### config.mk
export PLATFORM = sky130hd
export DESIGN_NAME = cordic_range_reduce
export DESIGN_NICKNAME = d
export VERILOG_FILES = /design/src/rtl/cordic_range_reduce.sv
export SDC_FILE = /design/constraint.sdc
export NUM_CORES = 1
export LEC_CHECK = 0
export BUFFER_PORTS_ARGS = -buffer_cell sky130_fd_sc_hd__buf_2
export CAP_MARGIN = 20
export CELL_PAD_IN_SITES_DETAIL_PLACEMENT = 1
export CELL_PAD_IN_SITES_GLOBAL_PLACEMENT = 2
export CORE_MARGIN = 2
export CORE_UTILIZATION = 35
export DETAILED_ROUTE_END_ITERATION = 12
export GPL_ROUTABILITY_DRIVEN = 0
export GPL_TIMING_DRIVEN = 0
export PLACE_DENSITY = 0.84
export SLEW_MARGIN = 20
export SYNTH_ARGS = -nofsm -noshare
export SYNTH_HDL_FRONTEND = slang
export SYNTH_SLANG_ARGS = --single-unit
### constraint.sdc
create_clock -name clk -period 6.2 [get_ports clk]
set_input_delay 1.24 -clock clk [delete_from_list [all_inputs] [get_ports clk]]
set_output_delay 1.24 -clock clk [all_outputs]
set_load 0.01 [all_outputs]
### src/rtl/cordic_range_reduce.sv
// Reduces a Q8.24 angle to [-pi/2, pi/2] in Q2.30 for a CORDIC core.
// Repeated 2*pi corrections are followed by a single pi fold that flags a cos/sin negation.
module cordic_range_reduce #(
  parameter logic [31:0] PI      = 32'h03243F6B,
  parameter logic [31:0] TWO_PI  = 32'h06487ED6,
  parameter logic [31:0] HALF_PI = 32'h01921FB5
) (
  input  logic        clk,
  input  logic        rst,
  input  logic        in_valid,
  output logic        in_ready,
  input  logic [31:0] in_theta,
  output logic        out_valid,
  input  logic        out_ready,
  output logic [31:0] out_theta,
  output logic        out_negate,
  output logic [4:0]  out_wraps
);

  typedef enum logic [1:0] {IDLE, WRAP, FOLD, OUT} state_t;

  localparam logic signed [32:0] PI_X      = $signed({1'b0, PI});
  localparam logic signed [32:0] TWO_PI_X  = $signed({1'b0, TWO_PI});
  localparam logic signed [32:0] HALF_PI_X = $signed({1'b0, HALF_PI});

  state_t             state_reg;
  logic signed [32:0] acc_reg;
  logic [4:0]         wraps_reg;
  logic               in_ready_reg;
  logic               out_valid_reg;
  logic [31:0]        out_theta_reg;
  logic               out_negate_reg;
  logic [4:0]         out_wraps_reg;

  logic signed [32:0] fold_acc_next;
  logic               fold_negate_next;

  // Fold into the right half-plane; the boundaries +/-pi/2 are left untouched.
  always_comb begin
    fold_acc_next    = acc_reg;
    fold_negate_next = 1'b0;
    if (acc_reg > HALF_PI_X) begin
      fold_acc_next    = acc_reg - PI_X;
      fold_negate_next = 1'b1;
    end else if (acc_reg < -HALF_PI_X) begin
      fold_acc_next    = acc_reg + PI_X;
      fold_negate_next = 1'b1;
    end
  end

  always_ff @(posedge clk or posedge rst) begin
    if (rst) begin
      state_reg      <= IDLE;
      acc_reg        <= '0;
      wraps_reg      <= '0;
      in_ready_reg   <= 1'b0;
      out_valid_reg  <= 1'b0;
      out_theta_reg  <= '0;
      out_negate_reg <= 1'b0;
      out_wraps_reg  <= '0;
    end else begin
      case (state_reg)
        IDLE: begin
          if (in_valid && in_ready_reg) begin
            acc_reg      <= {in_theta[31], in_theta};
            wraps_reg    <= '0;
            in_ready_reg <= 1'b0;
            state_reg    <= WRAP;
          end else begin
            in_ready_reg <= 1'b1;
          end
        end
        WRAP: begin
          // One correction per cycle; -pi maps to +pi so the result lies in (-pi, pi].
          if (acc_reg > PI_X) begin
            acc_reg   <= acc_reg - TWO_PI_X;
            wraps_reg <= wraps_reg + 5'd1;
          end else if (acc_reg <= -PI_X) begin
            acc_reg   <= acc_reg + TWO_PI_X;
            wraps_reg <= wraps_reg + 5'd1;
          end else begin
            state_reg <= FOLD;
          end
        end
        FOLD: begin
          acc_reg        <= fold_acc_next;
          out_theta_reg  <= {fold_acc_next[25:0], 6'b0};
          out_negate_reg <= fold_negate_next;
          out_wraps_reg  <= wraps_reg;
          out_valid_reg  <= 1'b1;
          state_reg      <= OUT;
        end
        OUT: begin
          if (out_ready) begin
            out_valid_reg <= 1'b0;
            in_ready_reg  <= 1'b1;
            state_reg     <= IDLE;
          end
        end
        default: state_reg <= IDLE;
      endcase
    end
  end

  assign in_ready   = in_ready_reg;
  assign out_valid  = out_valid_reg;
  assign out_theta  = out_theta_reg;
  assign out_negate = out_negate_reg;
  assign out_wraps  = out_wraps_reg;

endmodule

==> results.md, run 1 <==
* Min-delay worst type: reg -> reg
* Number of detailed-route iterations in the first pass at 5
* Crit Path Class: reg -> reg
* Cts hold-fix bufs at 0
* Starting Density at 35.7%
* Total core area at around 20000 um^2
* Clock Root Buffer: clkbuf_16
* Ratio of final minimum period to clock period at 96.9%
* Diode count at 0
* Post-synthesis sequential area ratio at around 26%
* Vias in the first global route at 7796
* Clk sink count at 74
* Startpoint Class: register
* Slew Limit Headroom at 32.7%
* CTS Buffer Depth at 2
* H-tree levels at 3
* Starting DRT DRC Count at 523
* Full die area at 21800 um^2
* DRC violations left at 0
* Syn Area/Cell at roughly 8 um^2
* CP max-delay cell: or4_1
* Mux share of post-synthesis cell area at 3.61%
* I/O Buffers at 69
* Fin worst setup slack at 0.192 ns
* CP Max Fanout at 17
* Post-synthesis simple-gate area fraction at between 20% and 30%
* Placed inst area at approximately 7900 um^2
* CTS tree: yes
* Warnings from Yosys at 0
* Max reg flops at 33
* Vias per inst at 6.06
* RSZ-0062 raised after global routing: no
* Async SR Flop Fraction at between 90% and 100%
* Reg clk slew, reported paths at 0.07 ns
* Ys flop type: dfrtp_1
* Max stage delay on crit path at 0.65 ns
* Critical Path AT at approximately 6.2 ns
* Post-synthesis cell area at 7210 um^2
* Synth Area in XOR/XNOR at 5.10%
* Worst slack at placement at -0.915 ns
* Synth Area in Compound Gates at 28.7%
* Final Hold Vio Count at 0
* CP dominant cell by count: nand2_1
* Die Wd at between 100 and 150 um
* Run status: finished, final reports clean
* Dpl cells at about 1.3k
* Slew Viols, Final at 0
* Synth top area share at between 20% and 30%
* Synth Area in Adders at 7.39%
* Worst Path Required at around 6.4 ns
* Final Skew at 0.0142 ns
* Buffers & Inverters on Critical Path at 3
* Vias after detailed routing at between 7k and 8k
* Setup violators final at 0
* Setup TNS at 0 ns
* Worst-Skew Late Latency at around 0.36 ns
* Initial antenna violation count at 0
* Synthesized flop and latch total at 74
* Die H at 148 um
* Count leader, synth: nand2_1
* Max cap viols at 0
* Distinct cells, synth at 85
* Fin crit period at 6.01 ns
* Routed wire per std cell at 23.4 um
* Fmax at 166 MHz
* Area delta synth->final at 14.9%
* Post-synth EDFFs at 0
* Cts bufs inserted at 9
* Nets@finish at 1086
* Synth Instances at 920
* Remaining antenna violation count at 0
* Grt ovf at 0
* Largest net degree at the start of global routing at 45
* Largest family of logic cells by synthesized area: compound AO/OA/AOI/OAI gates
* Worst setup EP type: register
* I/O pins at 76
* Largest cells by area after synthesis: dfrtp_1, ha_1, o21ai_0
* Number of cells in the finished layout apart from fillers at about 1.3k
* Fin area at about 8300 um^2
* DP Wirelength at 22600 um
* Layout cells sized above 1 at 15.5%
* Drt total wl at 30000 um
* Worst Tran Pin Value at 1.00 ns
* Synth top cells by count: nand2_1, dfrtp_1, o21ai_0, nor2_1, a21oi_1
* Row cnt at 52
* First-pass GRT wire length at 45500 um
* GRT Resource Usage Total at 27.5%
* Synth area leader: dfrtp_1
* Cell family with most CP delay: compound AO/OA/AOI/OAI gates
* Cells along the critical path: buf_2, or4_1, a221oi_1, o41ai_4, nand3_1, nand2_1, nand2_4, clkinvlp_4, buf_4, ha_1, nand2_1, a2111oi_2, o21ai_0, a21oi_1, nor3_2, o311a_1, o311ai_0, o211ai_1
==> routing by layer <==
metal  track usage, %  vias up  wire length (um)
li1                 -     3595                 -
met5                0        -                 0
met1             38.4     3857             13600
met2             42.1      263             13100
met4             11.6        0              1250
met3             4.72       58              2090
==> worst paths after layout <==
path / endpoint / cells past startpoint / start / slack (ns)
min: out_negate / 1 / out_negate / 0.48
max reg2reg: acc_reg[32] / 18 / acc_reg[17] / 0.19
max in group asynchronous: state_reg[1] / 3 / rst / 4.72
min in group asynchronous: acc_reg[7] / 2 / rst / 0.90
min reg2reg: out_negate / 1 / out_negate / 0.48
max: acc_reg[32] / 18 / acc_reg[17] / 0.19
==> worst reg2reg max path, cell delays in order, from the launching register on <==
cell and delay [ns]:
dfrtp_1 0.39, buf_2 0.20, or4_1 0.65, a221oi_1 0.44
o41ai_4 0.22, nand3_1 0.14, nand2_1 0.10, nand2_4 0.30
clkinvlp_4 0.14, buf_4 0.19, ha_1 0.40, nand2_1 0.10
a2111oi_2 0.50, o21ai_0 0.39, a21oi_1 0.47, nor3_2 0.17
o311a_1 0.36, o311ai_0 0.53, o211ai_1 0.16
==> cells by family after synthesis <==
logic type                 Yosys count
buffers and inverters              116
DFF                                 74
AOI/OAI and AO/OA                  302
and+or+nand+nor                    319
xor gates and xnor gates            42
adders and majority gates           42
other                                1
muxes                               24
==> cell usage in the layout (no fill, tap or decap), types with 17 or more instances in the layout <==
cell type  instances
nor2_1            63
a211oi_1          17
ha_1              41
nand2_1           81
xnor2_1           20
a21o_1            18
buf_2             84
a21oi_1           52
nand3_1           23
nor3_1            40
clkbuf_1          36
o21ai_0           67
dfrtp_1           74
a31oi_1           19
xor2_1            22
nand4_1           17
inv_1             44
==> area by class of cell <==
cell class	count	area, um^2
Sequential cell	74	1850
Timing Repair Buffer	72	388
Clock buffer	9	225
Multi-Input combinational cell	735	4910
Clock inverter	7	58.8
Inverter	49	190
Tap cell	270	338
Fill cell	2514	11900
Buffer	67	327
==> metrics by stage <==
| stage | util, % | hold slack, ns |
|---|---|---|
| after floorplan | - | 0.488 |
| after global placement | 39.1 | 0.458 |
| after detailed placement | 39.3 | 0.466 |
| after CTS | 40.8 | 0.482 |
| after global routing | 41.0 | 0.517 |
| final | 41.0 | 0.475 |
==> what timing repair did <==
action,4_1_cts,5_1_grt
pin swaps,0,0
endpoints found under the setup margin,13,3
hold endpoints to repair,0,0
gates resized for setup,3,5
buffers inserted,2,0
Power of run 1 is left out: the tool's default activity adds up to more than one toggle a clock period on the data nets, which glitch-free logic cannot reach.
==> inputs of run 2 (changes only) <==
- ABC_AREA: default -> 1
- CORE_UTILIZATION: 35 -> 32
- GPL_ROUTABILITY_DRIVEN: 0 -> default
- PLACE_DENSITY: 0.84 -> 0.86
==> run 2 against run 1 <==
  * Flip-flop and latch count stayed put
  * Via count is 48% higher
  * Area after synthesis is 31% higher
  * Clock skew is 0.0049 ns lower
  * First-iteration DRC count is 54% higher
  * Critical path depth is 6 higher
  * Core utilization is 4.0 points lower
  * Setup slack better by 1.0 ns
  * Sequential share of layout area is 5.0 points lower
  * Wire length is 44% higher
  * Non-clock buffer count is 2 lower
==> results.md, run 2 <==
* Run status: finished, final reports clean
* GRT Resource Usage Total at 28.2%
* Commonest non-fill, non-tap cells in the layout: nand2_1, nand3_1, nor2_1, inv_1, buf_2
* # resized after CTS at 0
* R2R depth at 24
* Fin crit period at roughly 5.0 ns
* Vias after detailed routing at ~11k
* DRC violations left at 0
* DP Wirelength at 36000 um
* Worst Path Required at 6.45 ns
* Nets@finish at 1860
* H-tree levels at 3
* Distinct cells, synth at 45
* Fmax at 200 MHz
* Area delta synth->final at 12.8%
* Max reg flops at 33
* Critical Path AT at 5.25 ns
* Grt ovf at 0
* Reg clk slew, reported paths at 0.06 ns
* Layout cells sized above 1 at 11.9%
* Setup TNS at 0 ns
* Count leader, synth: nand2_1
* CP Max Fanout at 19
* Reg2reg setup slack at 1.20 ns
* Largest net degree at the start of global routing at 54
* Worst setup EP type: register
* Min-delay worst type: reg -> reg
* Cts bufs inserted at 9
* Vias per inst at ~5.3
* Synth top cells by count: nand2_1, nand3_1, nor2_1, inv_1, dfrtp_1
* First-pass GRT wire length at 66400 um
* Final Hold Vio Count at 0
* CTS tree: yes
* Die Wd at 176 um
* Row cnt at 62
* Diode count at 0
* Post-synthesis cell area at 9450 um^2
* Commonest non-fill, non-tap cell in the layout: nand2_1
* R2R Path Start: acc_reg[0]
* Total core area at 28900 um^2
* Slew Limit Headroom at a little under two fifths
* I/O Buffers at 69
* Clock Root Buffer: clkbuf_16
* Starting DRT DRC Count at 803
* Synth top area share at 25.6%
* Number of detailed-route iterations in the first pass at 5
* Post-layout util at 36.9%
* Ratio of final minimum period to clock period at 80.7%
* Routed wire per std cell at approximately 20 um
* Remaining antenna violation count at 0
* Synth area leader: nand2_1
* Async SR Flop Fraction at 100%
* CTS Buffer Depth at 2
* Syn Area/Cell at ~5.6 um^2
* Post-synthesis sequential area ratio at between 10% and 20%
* Reg-to-reg endpoint: acc_reg[19]
* Startpoint Class: register
* Max cap viols at 0
* Cts hold-fix bufs at 0
* Drt total wl at 43200 um
* Largest cells by area after synthesis: nand2_1, dfrtp_1, nand3_1
* Full die area at between 30000 and 40000 um^2
* RSZ-0062 raised after global routing: no
* Post-CTS Setup Inserts at 0
* I/O pins at 76
* Clk sink count at 74
* Synth Instances at 1696
* Worst Setup EP: acc_reg[19]
* Warnings from Yosys at 0
* Slew Viols, Final at 0
* Die H at 176 um
* Crit Path Class: reg -> reg
* Worst-Skew Late Latency at about 0.36 ns
* Gpl congestion at approximately 0.94
* Critical Path Start: acc_reg[0]
* Worst Tran Pin Value at 0.934 ns
* Setup violators final at 0
* Initial antenna violation count at 1
* Ys flop type: dfrtp_1
* Vias in the first global route at 11.6k
* Synthesized flop and latch total at 74
* Post-synth EDFFs at 0
* Final Skew at 0.00935 ns
* Starting Density at 32.7%
==> run 2: cell families after synthesis <==
family / after synthesis / share of synthesized area (%)
DFF: 74 / 19.6
xor gates and xnor gates: 24 / 2.22
AOI/OAI and AO/OA: 151 / 8.51
buffers and inverters: 249 / 11.6
and+or+nand+nor: 1155 / 52.4
other: 1 / 0.0397
adders and majority gates: 42 / 5.64
==> run 2: stage by stage <==
stage | area, um^2 | hold slack, ns | std cells | setup WS, ns
2_1_floorplan | 9470 | 0.503 | 1701 | 2.81
3_3_place_gp | 10300 | 0.459 | 2154 | 1.32
5_1_grt | 10700 | 0.508 | 2171 | 0.822
4_1_cts | 10700 | 0.487 | 2171 | 1.18
6_report | 10700 | 0.479 | 2171 | 1.20
3_5_place_dp | 10300 | 0.471 | 2155 | 1.20
==> run 2: layout make-up <==
class | count | area [um^2]
multi-input cells | 1378 | 6520
flip-flops and latches | 74 | 1850
clock inverters | 4 | 73.8
well taps | 384 | 480
plain buffers | 67 | 413
inverters | 182 | 687
fillers | 4111 | 18200
repair buffers | 70 | 373
clock buffers | 12 | 256
==> run 2: worst min-delay path by stage <==
stage | slack [ns] | depth (start not counted) | endpoint | start
final | 0.48 | 2 | out_wraps[2] | out_wraps[2]
after global routing | 0.51 | 2 | out_wraps[2] | out_wraps[2]
after CTS | 0.49 | 2 | out_wraps[2] | out_wraps[2]
after detailed placement | 0.47 | 2 | out_wraps[2] | out_wraps[2]
after global placement | 0.46 | 2 | out_wraps[2] | out_wraps[2]
after floorplan | 0.50 | 2 | state_reg[1] | state_reg[1]
==> run 2: critical path, stage by stage (launching register included) <==
cell and delay, ns:
dfrtp_1 0.57, ha_1 0.25, inv_1 0.07, nor3_1 0.30, nand4_1 0.20, nor2_1 0.22
nor2_1 0.08, nand2_2 0.40, inv_1 0.51, ha_1 0.55, nand2_1 0.11, o21ai_0 0.37
nand2_1 0.09, nand2_1 0.16, nand2_1 0.07, nand2_1 0.21, nand2_1 0.11, nand2_1 0.09
nand2_1 0.05, nand3_1 0.11, nand2_1 0.07, inv_1 0.09, nand2_1 0.06, nand3_1 0.07
nand2_1 0.05
==> run 2: metal layers <==
| metal | GRT usage [%] | vias up | wire length, um |
|---|---|---|---|
| met5 | 0 | - | 0 |
| met4 | 10.8 | 0 | 1620 |
| met3 | 1.36 | 76 | 1610 |
| met2 | 46.4 | 277 | 19800 |
| met1 | 38.8 | 5583 | 20100 |
| li1 | - | 5551 | - |
Power of run 2 is left out for the same reason.
==> inputs of run 3 (changes only) <==
- CORE_UTILIZATION: 32 -> 29
- PLACE_DENSITY: 0.86 -> 0.82
- clock period: 6.2 -> 4.6 ns (I/O delays scaled with it)
==> run 3 against run 2 <==
  * Final cell count grew 2.9%
  * Clock skew shrank 0.0011 ns
  * Clock-buffer cell count shrank 2
  * Sequential share of layout area shrank 0.25 points
  * Via count shrank 1.4%
  * Flip-flop and latch count is the same
  * Setup slack lost 0.87 ns
  * Register-to-register slack lost 0.87 ns
  * First-iteration DRC count grew 6.7%
  * Hold slack lost 0.0062 ns
  * Highest routed layer unchanged
==> results.md, run 3 (synthesized netlist as in run 2, its figures left out) <==
* Starting DRT DRC Count at around 860
* Commonest non-fill, non-tap cell in the layout: nand2_1
* Min-delay worst type: reg -> reg
* Worst Tran Pin Value at 0.849 ns
* Worst-Skew Late Latency at about 0.34 ns
* Worst setup EP type: register
* Initial antenna violation count at 0
* Vias in the first global route at 11.6k
* Nets@finish at 1866
* First-pass GRT wire length at 66600 um
* DRC violations left at 0
* Diode count at 0
* I/O pins at 76
* Ratio of final minimum period to clock period at between 90% and 100%
* Clock Root Buffer: clkbuf_16
* Layout cells sized above 1 at between 10% and 20%
* Commonest non-fill, non-tap cells in the layout: nand2_1, nand3_1, nor2_1, inv_1, buf_2
* Total core area at 32300 um^2
* Worst Path Required at 4.83 ns
* Final Hold Vio Count at 0
* Final Skew at 0.00826 ns
* Cts bufs inserted at 9
* Slew Limit Headroom at a little over two fifths
* Full die area at 34000 um^2
* Drt total wl at 43300 um
* GRT Resource Usage Total at between 20% and 30%
* I/O Buffers at 69
* Placed inst area at 10400 um^2
* Die Wd at between 150 and 200 um
* Gpl congestion at approximately 0.93
* Reg clk slew, reported paths at approximately 0.060 ns
* RSZ-0062 raised after global routing: no
* Vias after detailed routing at 11.3k
* Area delta synth->final at 14.5%
* DP Wirelength at 36300 um
* Row cnt at 66
* CTS tree: yes
* Starting Density at 29.3%
* Run status: finished, final reports clean
* Fmax at 234 MHz
* Max reg flops at 33
* Vias per inst at 5.07
* Startpoint Class: register
* Number of cells in the finished layout apart from fillers at 2235
* Critical Path AT at 4.50 ns
* Multi-input logic area at 6530 um^2
* CTS Buffer Depth at 2
* Routed wire per std cell at between 15 and 20 um
* Setup TNS at 0 ns
* Die H at 185 um
* Fin area at 10800 um^2
* Slew Viols, Final at 0
* Remaining antenna violation count at 0
* Clk sink count at 74
* Setup violators final at 0
* Fin crit period at 4.27 ns
* Grt ovf at 0
* Crit Path Class: reg -> reg
* Largest net degree at the start of global routing at 55
* Max cap viols at 0
* Dpl cells at about 2.2k
* Fill cells at 4418
* Area taken by flip-flops and latches at 1850 um^2
* Number of detailed-route iterations in the first pass at 5
* CP Max Fanout at 9
* Min Hold Slack at between 0.4 and 0.5 ns
* H-tree levels at 3
[run 3: cell type report]
class | count | share of cell area, %
multi-input cells | 1378 | 60.4
flip-flops and latches | 74 | 17.1
inverters | 182 | 6.41
well taps | 442 | 5.11
repair buffers | 76 | 3.86
plain buffers | 67 | 3.82
clock buffers | 10 | 2.21
clock inverters | 6 | 1.05
[run 3: final timing paths]
kind / from / to / slack, ns / depth (start not counted)
setup / recovery: acc_reg[0] / acc_reg[31] / 0.33 / 24
hold / removal: out_wraps[2] / out_wraps[2] / 0.47 / 2
setup reg to reg: acc_reg[0] / acc_reg[31] / 0.33 / 24
hold reg to reg: out_wraps[2] / out_wraps[2] / 0.47 / 2
max in group asynchronous: rst / out_theta[8] / 3.46 / 3
min in group asynchronous: rst / out_wraps[1] / 0.54 / 2
[run 3: routing by layer]
layer / vias to the layer above / share of wire [%] / GRT usage, %
met1: 5489 / 47 / 35.0
li1: 5560 / - / -
met2: 224 / 47 / 43.5
met4: 0 / 3.0 / 8.58
met3: 52 / 3.4 / 1.21
met5: - / 0 / 0
[run 3: repair_timing]
| item | in CTS | in global routing |
|---|---|---|
| hold buffers | 0 | 0 |
| resized for setup | 2 | 3 |
| setup buffers | 3 | 3 |
| pin swaps | 0 | 1 |
| setup endpoints to repair | 19 | 14 |
| gates cloned | 0 | 0 |
[run 3: through the flow]
step                util (%)  setup WS (ns)
CTS                     33.4          0.190
global placement        32.1         -0.229
global route            33.5        0.00942
detailed placement      32.2         -0.304
finish                  33.5          0.333
floorplan                  -           1.21
[run 3: worst max-delay path: stages (launching register included)]
cell and delay [ns]:
dfrtp_1 0.59, ha_1 0.26, inv_1 0.06, nor3_1 0.30, nand4_1 0.21, nor2_1 0.22, nor2_1 0.13, nand2_8 0.13
clkinvlp_4 0.16, buf_4 0.18, fa_1 0.38, o21ai_0 0.37, nand2_1 0.12, nand2_1 0.17, nand2_1 0.07, nand2_1 0.17
nand2_1 0.10, nand2_1 0.08, nand2_1 0.05, nand3_1 0.10, nand2_1 0.07, nand2_1 0.07, nand2_1 0.06, nand2_1 0.05
nand2_1 0.04
Power of run 3 is left out for the same reason.
